===== src/rtl/rs485_slave_responder_if.sv =====
// rs485_slave_responder_if
// Bus bundle between an RS485 slave responder and its environment.
//   rx          receive line (idle high), driven by the bus side
//   tx_data     response payload, byte 0 in bits [7:0]
//   tx / tx_en  transmit line and RS485 driver enable
//   tx_busy     response in progress
//   tx_done     one-cycle pulse at response completion
//   addr_match  one-cycle pulse on a matching address frame
//   rx_err      one-cycle pulse on a framing/parity error
// Modports: master = environment side, slave = responder side.
interface rs485_slave_responder_if #(
    parameter int NUM_BYTES = 2
);
    logic                   rx;
    logic [8*NUM_BYTES-1:0] tx_data;
    logic                   tx;
    logic                   tx_en;
    logic                   tx_busy;
    logic                   tx_done;
    logic                   addr_match;
    logic                   rx_err;

    modport master (
        output rx, tx_data,
        input  tx, tx_en, tx_busy, tx_done, addr_match, rx_err
    );

    modport slave (
        input  rx, tx_data,
        output tx, tx_en, tx_busy, tx_done, addr_match, rx_err
    );
endinterface


===== src/rtl/rs485_slave_responder.sv =====
// rs485_slave_responder
// Half-duplex RS485 slave: receives 11-bit address frames (start, d0..d7,
// bit9, stop; LSB first), and on a match to SLAVE_ADDR drives the bus and
// returns NUM_BYTES payload frames framed by GUARD_BITS idle-high bit times.
// Optional feature macro: RS485_PARITY_EN (bit9 = even parity, checked on RX;
// otherwise bit9 is sent as 0 and ignored on receive).
// Ports:
//   clk    system clock
//   reset  asynchronous active-high reset
//   bus    rs485_slave_responder_if.slave (rx, tx_data, tx, tx_en, tx_busy,
//          tx_done, addr_match, rx_err)
module rs485_slave_responder #(
    parameter int         CLK_DIV    = 50,
    parameter logic [7:0] SLAVE_ADDR = 8'h01,
    parameter int         NUM_BYTES  = 2,
    parameter int         GUARD_BITS = 1
) (
    input  logic                  clk,
    input  logic                  reset,
    rs485_slave_responder_if.slave bus
);

`ifdef RS485_PARITY_EN
    localparam bit PARITY_EN = 1'b1;
`else
    localparam bit PARITY_EN = 1'b0;
`endif

    localparam int TW   = $clog2(CLK_DIV);
    localparam int HALF = CLK_DIV / 2;
    localparam int BYW  = $clog2(NUM_BYTES + 1);
    localparam int GW   = (GUARD_BITS > 0) ? $clog2(GUARD_BITS + 1) : 1;

    typedef enum logic [2:0] {R_IDLE, R_START, R_DATA, R_BIT9, R_STOP} rx_state_t;
    typedef enum logic [1:0] {T_IDLE, T_GUARD_PRE, T_FRAME, T_GUARD_POST} tx_state_t;

    rx_state_t              r_state;
    tx_state_t              t_state;

    logic                   rx_s1, rx_s2, rx_prev;
    logic [TW-1:0]          r_timer;
    logic [2:0]             r_bit;
    logic [7:0]             r_data;
    logic                   r_par;

    logic [TW-1:0]          t_timer;
    logic [3:0]             t_bit;
    logic [BYW-1:0]         t_byte;
    logic [GW-1:0]          t_guard;
    logic [8*NUM_BYTES-1:0] shadow;

    logic [7:0]             cur_byte;
    logic [10:0]            cur_frame;
    logic [3:0]             t_bit_nxt;
    logic                   next_tx;

    function automatic logic bit9_of(input logic [7:0] d);
        return PARITY_EN ? ^d : 1'b0;
    endfunction

    always_comb begin
        cur_byte  = shadow[8*int'(t_byte) +: 8];
        cur_frame = {1'b1, bit9_of(cur_byte), cur_byte, 1'b0};
        t_bit_nxt = t_bit + 4'd1;
        next_tx   = 1'b1;
        if (t_bit_nxt <= 4'd10)
            next_tx = cur_frame[t_bit_nxt];
    end

    // Both FSMs live in one block: a valid address frame in the RX FSM
    // launches the TX FSM in the same edge. The RX section is placed after
    // the TX section so its launch assignments take precedence.
    always_ff @(posedge clk or posedge reset) begin
        if (reset) begin
            rx_s1          <= 1'b1;
            rx_s2          <= 1'b1;
            rx_prev        <= 1'b1;
            r_state        <= R_IDLE;
            r_timer        <= '0;
            r_bit          <= '0;
            r_data         <= '0;
            r_par          <= 1'b0;
            t_state        <= T_IDLE;
            t_timer        <= '0;
            t_bit          <= '0;
            t_byte         <= '0;
            t_guard        <= '0;
            shadow         <= '0;
            bus.tx         <= 1'b1;
            bus.tx_en      <= 1'b0;
            bus.tx_busy    <= 1'b0;
            bus.tx_done    <= 1'b0;
            bus.addr_match <= 1'b0;
            bus.rx_err     <= 1'b0;
        end else begin
            rx_s1          <= bus.rx;
            rx_s2          <= rx_s1;
            rx_prev        <= rx_s2;
            bus.tx_done    <= 1'b0;
            bus.addr_match <= 1'b0;
            bus.rx_err     <= 1'b0;

            // ---------------- transmit ----------------
            case (t_state)
                T_GUARD_PRE: begin
                    if (t_timer == TW'(CLK_DIV - 1)) begin
                        t_timer <= '0;
                        if (t_guard == GW'(GUARD_BITS - 1)) begin
                            t_state <= T_FRAME;
                            t_bit   <= '0;
                            t_byte  <= '0;
                            bus.tx  <= 1'b0;
                        end else begin
                            t_guard <= t_guard + 1'b1;
                        end
                    end else begin
                        t_timer <= t_timer + 1'b1;
                    end
                end
                T_FRAME: begin
                    if (t_timer == TW'(CLK_DIV - 1)) begin
                        t_timer <= '0;
                        if (t_bit == 4'd10) begin
                            if (t_byte == BYW'(NUM_BYTES - 1)) begin
                                bus.tx <= 1'b1;
                                if (GUARD_BITS == 0) begin
                                    t_state     <= T_IDLE;
                                    bus.tx_en   <= 1'b0;
                                    bus.tx_busy <= 1'b0;
                                    bus.tx_done <= 1'b1;
                                end else begin
                                    t_state <= T_GUARD_POST;
                                    t_guard <= '0;
                                end
                            end else begin
                                t_byte <= t_byte + 1'b1;
                                t_bit  <= '0;
                                bus.tx <= 1'b0;
                            end
                        end else begin
                            t_bit  <= t_bit_nxt;
                            bus.tx <= next_tx;
                        end
                    end else begin
                        t_timer <= t_timer + 1'b1;
                    end
                end
                T_GUARD_POST: begin
                    if (t_timer == TW'(CLK_DIV - 1)) begin
                        t_timer <= '0;
                        if (t_guard == GW'(GUARD_BITS - 1)) begin
                            t_state     <= T_IDLE;
                            bus.tx      <= 1'b1;
                            bus.tx_en   <= 1'b0;
                            bus.tx_busy <= 1'b0;
                            bus.tx_done <= 1'b1;
                        end else begin
                            t_guard <= t_guard + 1'b1;
                        end
                    end else begin
                        t_timer <= t_timer + 1'b1;
                    end
                end
                default: ;
            endcase

            // ---------------- receive ----------------
            // Held idle while responding; an edge arriving in the cycle the
            // response ends is lost because tx_busy is still set here.
            if (bus.tx_busy) begin
                r_state <= R_IDLE;
                r_timer <= '0;
            end else begin
                case (r_state)
                    R_IDLE: begin
                        if (rx_prev && !rx_s2) begin
                            r_state <= R_START;
                            r_timer <= '0;
                        end
                    end
                    R_START: begin
                        if (r_timer == TW'(HALF - 1)) begin
                            r_timer <= '0;
                            if (rx_s2) begin
                                r_state <= R_IDLE;
                            end else begin
                                r_state <= R_DATA;
                                r_bit   <= '0;
                            end
                        end else begin
                            r_timer <= r_timer + 1'b1;
                        end
                    end
                    R_DATA: begin
                        if (r_timer == TW'(CLK_DIV - 1)) begin
                            r_timer <= '0;
                            r_data  <= {rx_s2, r_data[7:1]};
                            if (r_bit == 3'd7)
                                r_state <= R_BIT9;
                            else
                                r_bit <= r_bit + 1'b1;
                        end else begin
                            r_timer <= r_timer + 1'b1;
                        end
                    end
                    R_BIT9: begin
                        if (r_timer == TW'(CLK_DIV - 1)) begin
                            r_timer <= '0;
                            r_par   <= rx_s2;
                            r_state <= R_STOP;
                        end else begin
                            r_timer <= r_timer + 1'b1;
                        end
                    end
                    R_STOP: begin
                        if (r_timer == TW'(CLK_DIV - 1)) begin
                            r_timer <= '0;
                            r_state <= R_IDLE;
                            if (!rx_s2) begin
                                bus.rx_err <= 1'b1;
                            end else if (PARITY_EN && (r_par != ^r_data)) begin
                                bus.rx_err <= 1'b1;
                            end else if (r_data == SLAVE_ADDR && t_state == T_IDLE) begin
                                bus.addr_match <= 1'b1;
                                shadow         <= bus.tx_data;
                                bus.tx_en      <= 1'b1;
                                bus.tx_busy    <= 1'b1;
                                t_timer        <= '0;
                                t_guard        <= '0;
                                t_bit          <= '0;
                                t_byte         <= '0;
                                if (GUARD_BITS == 0) begin
                                    t_state <= T_FRAME;
                                    bus.tx  <= 1'b0;
                                end else begin
                                    t_state <= T_GUARD_PRE;
                                    bus.tx  <= 1'b1;
                                end
                            end
                        end else begin
                            r_timer <= r_timer + 1'b1;
                        end
                    end
                    default: r_state <= R_IDLE;
                endcase
            end
        end
    end

endmodule


===== src/flat_wrapper.sv =====
// flat-port wrapper written by rule: the top's interface ports become plain ports
module rs485_slave_responder_flat 
#(
    parameter int         CLK_DIV    = 50,
    parameter logic [7:0] SLAVE_ADDR = 8'h01,
    parameter int         NUM_BYTES  = 2,
    parameter int         GUARD_BITS = 1
)
  (clk, reset, bus_rx, bus_tx_data, bus_tx, bus_tx_en, bus_tx_busy, bus_tx_done, bus_addr_match, bus_rx_err);
  rs485_slave_responder_if #(.NUM_BYTES(NUM_BYTES)) bus_i ();
  input  logic clk;
  input  logic reset;
  input wire logic [$bits(bus_i.rx)-1:0] bus_rx;
  input wire logic [$bits(bus_i.tx_data)-1:0] bus_tx_data;
  output wire logic [$bits(bus_i.tx)-1:0] bus_tx;
  output wire logic [$bits(bus_i.tx_en)-1:0] bus_tx_en;
  output wire logic [$bits(bus_i.tx_busy)-1:0] bus_tx_busy;
  output wire logic [$bits(bus_i.tx_done)-1:0] bus_tx_done;
  output wire logic [$bits(bus_i.addr_match)-1:0] bus_addr_match;
  output wire logic [$bits(bus_i.rx_err)-1:0] bus_rx_err;
  assign bus_i.rx = bus_rx;
  assign bus_i.tx_data = bus_tx_data;
  assign bus_tx = bus_i.tx;
  assign bus_tx_en = bus_i.tx_en;
  assign bus_tx_busy = bus_i.tx_busy;
  assign bus_tx_done = bus_i.tx_done;
  assign bus_addr_match = bus_i.addr_match;
  assign bus_rx_err = bus_i.rx_err;
  rs485_slave_responder #(.CLK_DIV(CLK_DIV), .SLAVE_ADDR(SLAVE_ADDR), .NUM_BYTES(NUM_BYTES), .GUARD_BITS(GUARD_BITS)) u_core (.clk(clk), .reset(reset), .bus(bus_i));
endmodule

===== config.mk =====
export PLATFORM = sky130hd
export DESIGN_NAME = rs485_slave_responder_flat
export DESIGN_NICKNAME = d
export VERILOG_FILES = /design/src/rtl/rs485_slave_responder_if.sv /design/src/rtl/rs485_slave_responder.sv /design/src/flat_wrapper.sv
export SDC_FILE = /design/constraint.sdc
export NUM_CORES = 1
export LEC_CHECK = 0
export BUFFER_PORTS_ARGS = -buffer_cell sky130_fd_sc_hd__clkbuf_2
export CAP_MARGIN = 10
export CORE_MARGIN = 5
export CORE_UTILIZATION = 62
export CTS_CLUSTER_DIAMETER = 150
export CTS_CLUSTER_SIZE = 25
export DETAILED_ROUTE_END_ITERATION = 10
export PLACE_DENSITY = 0.82
export SLEW_MARGIN = 20
export SYNTH_ARGS = -nofsm -noshare
export SYNTH_HDL_FRONTEND = slang
export SYNTH_SLANG_ARGS = --single-unit

===== constraint.sdc =====
create_clock -name clk -period 3.8 [get_ports clk]
set_input_delay 0.19 -clock clk [delete_from_list [all_inputs] [get_ports clk]]
set_output_delay 0.19 -clock clk [all_outputs]
set_load 0.05 [all_outputs]

# After elaboration in Yosys (flattened, before gate mapping)
# Index checks and enable logic that the tools add are counted.
dict set report totals {
  register_bits 60
  inputBits 19
  output_inout_bits 6
  word_cells 184
}
dict set report op_classes {
  add_sub_neg 6
  magnitude_cmp 2
  eq_ne 24
  n_shift 1
  mux 116
  bitwise 1
  reduce_logical 15
}
# op n
set op_table {}
lappend op_table {{$mux 6} 11}
lappend op_table {{$mux 1} 52}
lappend op_table {{$mux 2} 23}
lappend op_table {{$mux 4} 10}
lappend op_table {{$mux 3} 11}
lappend op_table {{$ne 3x1->1 const B} 6}
lappend op_table {{$pmux 6 s3} 1}
lappend op_table {{$shiftx 16x6->8} 1}
lappend op_table {{$pmux 3 s5} 1}
lappend op_table {{$add 6x1->6 const B} 2}
lappend op_table {{$eq 6x6->1 const B} 2}
lappend op_table {{$reduce_and 6->1} 2}
lappend op_table {{$eq 8x1->1 const B} 1}
lappend op_table {{$pmux 4 s2} 1}
lappend op_table {{$eq 3x2->1 const B} 2}
lappend op_table {{$eq 3x3->1 const B} 2}
lappend op_table {{$eq 6x5->1 const B} 1}
lappend op_table {{$pmux 2 s3} 1}
lappend op_table {{$pmux 3 s2} 1}
lappend op_table {{$reduce_or 3->1} 2}
lappend op_table {{$lt 4x5->1 const B} 1}
lappend op_table {{$reduce_and 5->1} 1}
lappend op_table {{$add 4x1->4 const B} 1}
lappend op_table {{$bmux 1 s4} 1}
lappend op_table {{other kinds (23)} 28}

# Depth between registers and ports, before layout
dict set report depth {
  depth_word 12
  mapped_depth 9
  depth_no_buf 7
}

# Worst setup path before layout
# OpenSTA, ideal clock, no wires.
dict set report synth_timing {
  path_type {flip-flop to flip-flop}
  start {reg u_core.r_timer[1]}
  end {reg u_core.r_data[0]}
  setup_ns 0.125
  arrival_time_ns 1.978
  required_time_ns 3.675
  slack_ns 1.697
  stages_incl_launch_ff 9
  path_buffers 2
  period_less_slack_ns 2.103
  path_cell_list {dfrtp_1 inv_1 ha_1 nand3b_4 or2_1 buf_6 or4_4 buf_6 mux2_4}
}
dict set report synth_via {
  elab_chain_len 2
}
# item line_no
set synth_lines {}
lappend synth_lines {{start, declared} rs485_slave_responder.sv:41} ;# logic [TW-1:0] r_timer;
lappend synth_lines {{start signal, assigned} rs485_slave_responder.sv:191} ;# r_timer <= r_timer + 1'b1;
lappend synth_lines {{start signal, assigned} rs485_slave_responder.sv:203} ;# r_timer <= r_timer + 1'b1;
lappend synth_lines {{start signal, assigned} rs485_slave_responder.sv:212} ;# r_timer <= r_timer + 1'b1;
lappend synth_lines {{$eq 6x6->1} rs485_slave_responder.sv:195} ;# if (r_timer == TW'(CLK_DIV - 1)) begin
lappend synth_lines {{$reduce_and 3->1 (no line)} --}
lappend synth_lines {{end signal, assigned} rs485_slave_responder.sv:197} ;# r_data <= {rx_s2, r_data[7:1]};
lappend synth_lines {{end, declared} rs485_slave_responder.sv:43} ;# logic [7:0] r_data;
# No other way between the ends.
# A chain may end at the register's enable or synchronous reset.

# Worst setup path after layout
dict set report layout_timing {
  start {reg u_core.r_timer[1]}
  end {reg u_core.bus.tx}
}
dict set report layout_via {
  elab_chain_len 4
}
# item line_no
set layout_lines {}
lappend layout_lines {{$eq 6x6->1} rs485_slave_responder.sv:216} ;# if (r_timer == TW'(CLK_DIV - 1)) begin
lappend layout_lines {{$mux 1} rs485_slave_responder.sv:216}
lappend layout_lines {{$mux 1} rs485_slave_responder.sv:174} ;# case (r_state)
lappend layout_lines {{$mux 1} rs485_slave_responder.sv:170} ;# if (bus.tx_busy) begin
lappend layout_lines {{end signal, assigned} rs485_slave_responder.sv:142} ;# bus.tx <= next_tx;
lappend layout_lines {{end, declared} rs485_slave_responder_if.sv:30} ;# output tx, tx_en, tx_busy, tx_done, addr_match, rx_err
# No other way between the ends.

==> impl_metrics.tcl <==
set metrics [dict create \
    nNetsFinal 367 \
    cts_buffer_depth 2 \
    ys_warn_count 0 \
    hp-class "in -> reg" \
    core-area_sq_um 5140 \
    num_vias 2331 \
    start_util 0.639 \
    n_antenna_cell 0 \
    cts.clk_slew.worst_paths_ps 70 \
    yosysTopAreaCellShare 0.427 \
    rsz0062_at_grt "no" \
    crit_path_end_kind "register" \
    fin_crit_ps 2490 \
    die_area_sq_um 6850 \
    criticalPathCategory "reg -> reg" \
    routed_wirelength_um 6180 \
    yosysTopAreaCell "dfrtp_1" \
    clockRootBuffer "clkbuf_8" \
    critPathRequiredTime_ps 4090 \
    syn_inst 308 \
    grt_util_all_layers 0.213 \
    grt_pass1_wl_um 10900 \
    die_y_um 82.8 \
    postCtsSetupRepairBufs 0 \
    async_reset_ff_frac 1.00 \
    period_share 0.655 \
    skew_ps 8.91 \
    synthTopCellsByArea "dfrtp_1, mux2_2, ha_1" \
    ant_nets 0 \
    drt-pass1-iter-count 4 \
    dp_hpwl_um 4290 \
    maxSlewViolCount 0 \
    drt_iter0_markers 164 \
    viasPerCell 5.71 \
    cts_tree "yes" \
    leakage_nw 1.75 \
    clock-sinks 60 \
    critPathLaunchType "register" \
    hold_viol 0 \
    tns_ps 0 \
    grt_max_degree 32 \
    antenna_found_initial 0 \
    arrival_ps 2780 \
    ir_drop_mv 0.339 \
    ctsHtreeMaxLevel 3 \
    drt-wirelength-per-cell_um 15.1 \
    synth_flop_cell "dfrtp_1" \
    maxSlewHeadroom 0.409 \
    max_freq_ghz 0.402 \
    clock_latency_ps 340 \
    areaGrowthSynthToFinish_pct 10.8 \
    worst_slew_pin_slew_ps 884 \
    worstPathMaxFanout 20 \
    postSynthAreaPerCell_sq_um 10.7 \
    drv_cap 0 \
    setup_viol 0 \
    synth_most_common_cell "dfrtp_1" \
    grt_pass1_vias 2394 \
    rows 26 \
    grt_overflow 0 \
    port_buffers 24 \
    synth-seq-cells 60 \
    io_pins 25 \
    cts_buffers 9 \
    hold_slack_ps 84.4 \
    outcome "complete, no violations" \
    synth_edf_count 0 \
    die_x_um 82.8 \
    power_density_nw_per_um2 408 \
    synth_fp_nets 342 \
    gp_congestion 0.826 \
    seq_area_frac_synth 0.459 \
    route.detailed.drc 0 \
    ys_top_cells_by_count "dfrtp_1, nor2_1, a21oi_1" \
    synth_cell_types 55 \
    drive_gt1_frac 0.243 \
    netlist_area_sq_um 3280 \
]
## cells in the final DEF, fill, tap and decap left out, types with 2 or more instances in the layout
master,instances
inv_1,16
mux2i_1,7
a21o_1,2
a31oi_1,2
o22ai_1,2
nor3_1,11
dfstp_2,4
nand2_1,19
o21ai_0,14
a22o_1,4
nand4b_1,3
buf_4,2
or4_1,3
clkbuf_1,2
clkbuf_2,24
nor3b_1,4
mux4_2,3
nor2_1,23
nor4b_1,4
nand2b_1,7
mux2_2,19
clkinv_2,3
a211o_1,2
or2_2,2
clkbuf_8,9
xor2_1,3
nor4_1,2
a21oi_1,21
o21bai_1,4
mux2_4,8
ha_1,15
dfrtp_1,56
nand3_1,10
dlygate4sd3_1,2
## worst max-delay path: stages, from the launching register on
cell and delay [ps]:
dfrtp_1 420, inv_1 100, ha_1 200, nand3b_4 90, or2_1 300, nor3_4 770
buf_4 350, a211o_1 120, a211o_1 90
## through the flow
stage | power [W] | util | setup WS [ps] | instance area, sq um | instances
after floorplan | 0.000895 | - | 1700 | 3280 | 308
after global placement | 0.000935 | 0.667 | 1400 | 3430 | 390
after detailed placement | 0.000949 | 0.667 | 1320 | 3430 | 390
after CTS | 0.00150 | 0.707 | 1290 | 3630 | 408
after global routing | 0.00156 | 0.707 | 1120 | 3630 | 408
final | 0.00148 | 0.707 | 1310 | 3630 | 408
## power breakdown
group / switching (W) / internal (W) / total (W)
Combinational: 0.000103 / 0.0000980 / 0.000201
Clock: 0.000246 / 0.000300 / 0.000546
Sequential: 0.0000627 / 0.000675 / 0.000738
Total: 0.000412 / 0.00107 / 0.00148
## area by class of cell
cell class                      instances  area, sq um
Fill cell                             394         1510
Multi-Input combinational cell        217         1640
Clock buffer                           11          131
Sequential cell                        60         1510
Tap cell                               70         87.6
Inverter                               17         63.8
Timing Repair Buffer                   28          155
Clock inverter                          5         52.6
## sequential cells by signal, indices dropped and copies added, names as in the netlist, 2 cells and up
register        count
u_core.r_bit        3
u_core.t_byte       2
u_core.r_state      3
u_core.t_bit        4
u_core.r_timer      6
u_core.t_timer      6
u_core.r_data       8
u_core.shadow      16
u_core.t_state      2
## routing by layer
layer | vias to the layer above | share of wire | global-route usage
met1 | 1130 | 0.46 | 0.275
met3 | 9 | 0.041 | 0.0521
li1 | 1147 | - | -
met4 | 0 | 0.017 | 0.0980
met2 | 45 | 0.48 | 0.337
met5 | - | 0 | 0
## cells by family after synthesis
logic type               Yosys count  synth area share
AO/OA/AOI/OAI                     60             0.112
flip-flops                        60             0.459
multiplexers                      37             0.144
XOR/XNOR                           4            0.0107
AND/OR/NAND/NOR                  101             0.175
buffers and inverters             31            0.0419
adder cells (fa/ha/maj)           15            0.0572
## timing repair
item / CTS / global route
setup endpoints to repair: 0 / 0
endpoints found under the hold margin: 28 / 0
hold buffers: 2 / 0
resized for setup: 0 / 0
## path summary, 6_finish.rpt
check | start | endpoint | slack [ps] | cells past startpoint
max | u_core.r_timer[1] | u_core.bus.tx | 1310 | 8
min | bus_tx_data[9] | u_core.shadow[9] | 80 | 2
max reg2reg | u_core.r_timer[1] | u_core.bus.tx | 1310 | 8
min reg2reg | u_core.rx_s1 | u_core.rx_s2 | 360 | 0
max in group asynchronous | reset | u_core.rx_prev | 2480 | 4
min in group asynchronous | reset | u_core.bus.tx_busy | 460 | 3
Power figures use the tool's default switching activity.
